$ cat src/rtl/mem_pkg.sv
// -----------------------------------------------------------------------------
// mem_pkg
// Shared definitions for the memory arbiter and its helpers.
//   state_t    : arbiter FSM encoding (IDLE, MERGE)
//   prio_t     : round-robin priority pointer (PRIO_DATA, PRIO_FETCH)
//   WORD_BYTES : bytes per memory word
// -----------------------------------------------------------------------------
package mem_pkg;

    localparam int WORD_BYTES = 4;

    typedef enum logic {
        IDLE  = 1'b0,
        MERGE = 1'b1
    } state_t;

    typedef enum logic {
        PRIO_DATA  = 1'b0,
        PRIO_FETCH = 1'b1
    } prio_t;

endpackage

$ cat src/rtl/byte_merge.sv
// -----------------------------------------------------------------------------
// byte_merge
// Combinational per-byte select between new and old word data.
//   i_new  : replacement data, taken for bytes whose strobe bit is set
//   i_old  : existing data, kept for bytes whose strobe bit is clear
//   i_strb : byte strobes, bit n covers bits [8n+7:8n]
//   o_data : merged word
// -----------------------------------------------------------------------------
module byte_merge
    import mem_pkg::*;
(
    input  logic [31:0]           i_new,
    input  logic [31:0]           i_old,
    input  logic [WORD_BYTES-1:0] i_strb,
    output logic [31:0]           o_data
);

    always_comb begin
        o_data = i_old;
        for (int b = 0; b < WORD_BYTES; b++) begin
            if (i_strb[b]) begin
                o_data[8*b +: 8] = i_new[8*b +: 8];
            end
        end
    end

endmodule

$ cat src/rtl/mem_arbiter.sv
// -----------------------------------------------------------------------------
// mem_arbiter
// Shares one single-port word memory between the instruction-fetch port
// (read-only) and the load/store data port. Partial stores become a
// read-modify-write through the MERGE state.
//
// Ports:
//   clk, rst_n            : clock, async active-low reset
//   i_req/i_addr          : fetch request and address
//   i_gnt/i_rvalid/i_rdata: fetch accept, response pulse, read data
//   d_req/d_we/d_strb/
//   d_addr/d_wdata        : data request, store flag, byte strobes, addr, data
//   d_gnt/d_rvalid/d_rdata: data accept, response pulse, load data (0 on store)
//   mem_we/mem_addr/
//   mem_wdata/mem_rdata   : memory interface (combinational read, clocked write)
//
// state | meaning
// ------+----------------------------------------------------------------
// IDLE  | arbitrate; reads, full/empty stores complete here in one cycle
// MERGE | write latched partial store merged with current memory word
// -----------------------------------------------------------------------------
module mem_arbiter
    import mem_pkg::*;
#(
    parameter int ADDR_W = 32,
    parameter bit RR_EN  = 1'b1
) (
    input  logic              clk,
    input  logic              rst_n,

    input  logic              i_req,
    input  logic [ADDR_W-1:0] i_addr,
    output logic              i_gnt,
    output logic              i_rvalid,
    output logic [31:0]       i_rdata,

    input  logic              d_req,
    input  logic              d_we,
    input  logic [3:0]        d_strb,
    input  logic [ADDR_W-1:0] d_addr,
    input  logic [31:0]       d_wdata,
    output logic              d_gnt,
    output logic              d_rvalid,
    output logic [31:0]       d_rdata,

    output logic              mem_we,
    output logic [ADDR_W-1:0] mem_addr,
    output logic [31:0]       mem_wdata,
    input  logic [31:0]       mem_rdata
);

    state_t              r_state;
    state_t              w_state_nxt;
    prio_t               r_prio;
    logic [ADDR_W-1:0]   r_addr;
    logic [31:0]         r_wdata;
    logic [3:0]          r_strb;

    logic                w_d_win;
    logic                w_i_win;
    logic                w_strb_full;
    logic                w_strb_empty;
    logic                w_partial;
    logic [31:0]         w_merged;

    assign w_strb_full  = &d_strb;
    assign w_strb_empty = ~|d_strb;
    assign w_partial    = d_we & ~w_strb_full & ~w_strb_empty;

    // Data port wins when alone, when fixed priority is selected, or when
    // the round-robin pointer names it.
    assign w_d_win = (r_state == IDLE) & d_req &
                     (~i_req | ~RR_EN | (r_prio == PRIO_DATA));
    assign w_i_win = (r_state == IDLE) & i_req & ~w_d_win;

    byte_merge u_byte_merge (
        .i_new  (r_wdata),
        .i_old  (mem_rdata),
        .i_strb (r_strb),
        .o_data (w_merged)
    );

    always_comb begin
        w_state_nxt = r_state;
        i_gnt       = 1'b0;
        d_gnt       = 1'b0;
        mem_we      = 1'b0;
        mem_addr    = i_addr;
        mem_wdata   = d_wdata;
        case (r_state)
            IDLE: begin
                if (w_d_win) begin
                    d_gnt    = 1'b1;
                    mem_addr = d_addr;
                    if (d_we && w_strb_full) begin
                        mem_we = 1'b1;
                    end else if (w_partial) begin
                        w_state_nxt = MERGE;
                    end
                end else if (w_i_win) begin
                    i_gnt = 1'b1;
                end
            end
            MERGE: begin
                mem_addr    = r_addr;
                mem_wdata   = w_merged;
                mem_we      = 1'b1;
                w_state_nxt = IDLE;
            end
            default: begin
                w_state_nxt = IDLE;
            end
        endcase
    end

    always_ff @(posedge clk or negedge rst_n) begin
        if (!rst_n) begin
            r_state  <= IDLE;
            r_prio   <= PRIO_DATA;
            r_addr   <= '0;
            r_wdata  <= '0;
            r_strb   <= '0;
            i_rvalid <= 1'b0;
            i_rdata  <= '0;
            d_rvalid <= 1'b0;
            d_rdata  <= '0;
        end else begin
            r_state <= w_state_nxt;

            if (RR_EN) begin
                if (d_gnt) begin
                    r_prio <= PRIO_FETCH;
                end else if (i_gnt) begin
                    r_prio <= PRIO_DATA;
                end
            end

            if (d_gnt && w_partial) begin
                r_addr  <= d_addr;
                r_wdata <= d_wdata;
                r_strb  <= d_strb;
            end

            i_rvalid <= i_gnt;
            if (i_gnt) begin
                i_rdata <= mem_rdata;
            end

            // Partial stores respond after MERGE, everything else right after grant.
            d_rvalid <= (d_gnt & ~w_partial) | (r_state == MERGE);
            if (d_gnt) begin
                d_rdata <= d_we ? 32'h0 : mem_rdata;
            end else if (r_state == MERGE) begin
                d_rdata <= 32'h0;
            end
        end
    end

endmodule

$ cat config.mk
export PLATFORM = sky130hd
export DESIGN_NAME = mem_arbiter
export DESIGN_NICKNAME = d
export VERILOG_FILES = /design/src/rtl/mem_pkg.sv /design/src/rtl/byte_merge.sv /design/src/rtl/mem_arbiter.sv
export SDC_FILE = /design/constraint.sdc
export NUM_CORES = 1
export LEC_CHECK = 0
export CAP_MARGIN = 20
export CORE_MARGIN = 2
export CORE_UTILIZATION = 30
export CTS_BUF_LIST = sky130_fd_sc_hd__clkbuf_4
export DETAILED_ROUTE_END_ITERATION = 12
export PLACE_DENSITY_LB_ADDON = 0.15
export RECOVER_POWER = 100
export SLEW_MARGIN = 0
export SYNTH_ARGS = -nofsm -noshare
export SYNTH_HDL_FRONTEND = slang
export SYNTH_SLANG_ARGS = --single-unit
$ cat constraint.sdc
create_clock -name clk -period 2.5 [get_ports clk]
set_input_delay 0.375 -clock clk [delete_from_list [all_inputs] [get_ports clk]]
set_output_delay 0.375 -clock clk [all_outputs]
set_load 0.01 [all_outputs]
==> flow_summary.yaml <==
run_status:
  outcome: "complete, but fails checks"
  failed_checks: "capacitance limit, slew limit"
routing:
  via_per_inst: 4.74
  totalWireLength_um: 20100
  ant_nets: 0
  dr.first_iter.drc_count: 202
  first_pass_iters: 4
  avgRoutedWirePerCell_um: 18.3
  drc: 0
  via_count: 5186
cts:
  clock-sinks: 136
  cts_made_buffers: 17
  root_buffer: "clkbuf_4"
  clk_pin_slew_ps: 150
  cts_tree: "yes"
  clockBufferDepth: 2
  cts_htree_levels: 4
  worstSkewPairLatency_ps: 540
timing:
  fin_ws_ps: 137
  setup_viol: 0
  setup_tns_ps: 0
  period_needed_ps: 2360
  drv_slew: 60
  relSlewSlack: -0.0896
  finalClockSkew_ps: 25.6
  tightest_slew_ps: 1630
  fin_crit_sh: 0.945
  grt_setup_unrepaired: "yes"
  hold_violations: 0
  timing.fmax_mhz: 423
floorplanning:
  ios: 270
  start_util: 0.304
  die-area_um2: 22300
  design.core.area_um2: 20800
  die_w_um: 149
  num_rows: 53
  die_y_um: 149
synthesis:
  synth_seq_cells: 136
  syn_nets: 653
  async_flop_share: 1.00
  ys_seq_area_frac: 0.538
  syn_inst: 516
  synth.largest_area_cell: "dfrtp_1"
  synth_warnings: 0
  syn-cell-area_um2: 6320
  synth_enable_flop_cells: 0
  yosysTopAreaCellShare: 0.538
  synthDistinctLibCells: 23
  synthTopCellsByArea: "dfrtp_1, mux2_2, mux2i_1"
  ys.flop_type: "dfrtp_1"
  synthMostInstantiatedCell: "dfrtp_1"
  syn_avg_cell_area_um2: 12.3
  synth_common_cells: "dfrtp_1, mux2_2, mux2i_1, nor2_1, nand2_1"
setup_path:
  crit_path_max_incr_delay_ps: 400
  endpoint_kind: "output pin"
  arrival_ps: 1990
  path_buf_inv: 3
  cp_data_required_time_ps: 2120
  start_kind: "flop"
  crit_slowest_cell: "dfrtp_1"
  worstPathMaxFanout: 14
  cp_top_family: "buffers and inverters"
  crit_type: "flop to output pin"
  path_cells: "nand2_1, and2_4, buf_12, buf_8, mux2i_1, o21ai_0, clkdlybuf4s15_1"
placement:
  gp_congestion: 0.765
  dp_hpwl_um: 13800
  io_buffers: 269
  preCtsSetupSlack_ps: -95.7
finish:
  fin_nets: 943
  fin_util: 0.471
  area_growth_pct: 55.2
  drive_above_1_share: 0.214
grt:
  overflow: 0
  antenna_found_initial: 1
  grt_pass1_vias: 5512
  grt_start_max_net_pins: 61
  gr-usage-all-layers: 0.179
  grt_pass1_wl_um: 30500
job:
  max_cap_viol_count: 1
pwr:
  power_w: 0.00693
  peakVddDrop_uv: 331
  p_leak_nw: 4.36
  cellPowerDensity_nw_per_um2: 706
min_path:
  hold_path_class: "input port to flop"
## path summary, 6_finish.rpt
check	start	to	slack, ps	cells after the start
max reg2reg	r_state	r_addr[2]	190	5
max	r_prio	mem_addr[14]	140	7
min in group asynchronous	rst_n	r_addr[10]	770	2
min reg2reg	r_addr[22]	r_addr[22]	500	1
min	d_wdata[8]	r_wdata[8]	480	2
max in group asynchronous	rst_n	i_rdata[2]	340	3
## registers in the layout (all words and copies together) (netlist names)
name	count
d_rdata	32
r_addr	32
d_rvalid	1
i_rdata	32
i_rvalid	1
r_wdata	32
r_prio	1
r_strb	4
r_state	1
## through the flow
| stage | cells | hold slack, ps | cell area, µm² |
|---|---|---|---|
| floorplan | 516 | 79.4 | 6320 |
| global placement | 1039 | 400 | 9430 |
| detailed placement | 1039 | 405 | 9430 |
| CTS | 1086 | 348 | 9890 |
| global route | 1095 | 403 | 9810 |
| finish | 1095 | 478 | 9810 |
## final cells by class
cell class	count	area [µm²]
Antenna cell	1	2.50
Clock buffer	18	135
Clock inverter	14	211
Fill cell	1989	11000
Inverter	1	3.75
Multi-Input combinational cell	340	2740
Sequential cell	136	3410
Tap cell	275	344
Timing Repair Buffer	310	2970
## cells in the final DEF (no fill, tap or decap), types with 2 or more instances in the layout
cell type and instances:
clkbuf_2 10, a22o_1 32, buf_8 2, clkbuf_4 19, mux2_4 4, clkbuf_1 8
clkdlybuf4s50_1 135, dlygate4sd3_1 67, dfrtp_1 132, buf_2 3, dlygate4sd2_1 47, nand2_1 34
clkdlybuf4s15_1 11, mux2_2 91, a21o_1 2, mux2_1 5, buf_4 17, nor2_1 34
o21ai_0 31, inv_6 5, bufinv_16 4, mux2i_1 64, buf_12 7, clkinv_4 2
inv_8 2, dfrtp_2 3, a21oi_1 32
## routing by layer
layer	vias to the layer above	global-route usage	wire length [µm]
li1	2439	-	-
met1	2575	0.223	8580
met2	151	0.304	10000
met3	21	0.0508	1170
met4	0	0.0490	301
met5	-	0	0
## cells by family after synthesis
group / count (synthesis) / share of synthesized area
mux: 164 / 0.285
flops: 136 / 0.538
simple gates: 77 / 0.0503
buf+inv: 40 / 0.0283
compound gates: 99 / 0.0985
## power breakdown
group | total, W | leakage (nW) | internal [W] | switching (W)
Combinational | 0.00214 | 2.53 | 0.00126 | 0.000881
Clock | 0.00175 | 0.182 | 0.000838 | 0.000917
Sequential | 0.00303 | 1.65 | 0.00270 | 0.000333
Total | 0.00693 | 4.36 | 0.00480 | 0.00213
## repair_timing
item / in CTS / in global routing
cloned: 1 / 0
hold buffers: 1 / 0
resized for setup: 81 / 21
pin swaps: 1 / 0
buffers inserted: 13 / 8
hold endpoints to repair: 57 / 0
endpoints found under the setup margin: 67 / 13
No activity file was read; power rests on OpenSTA's default activity.
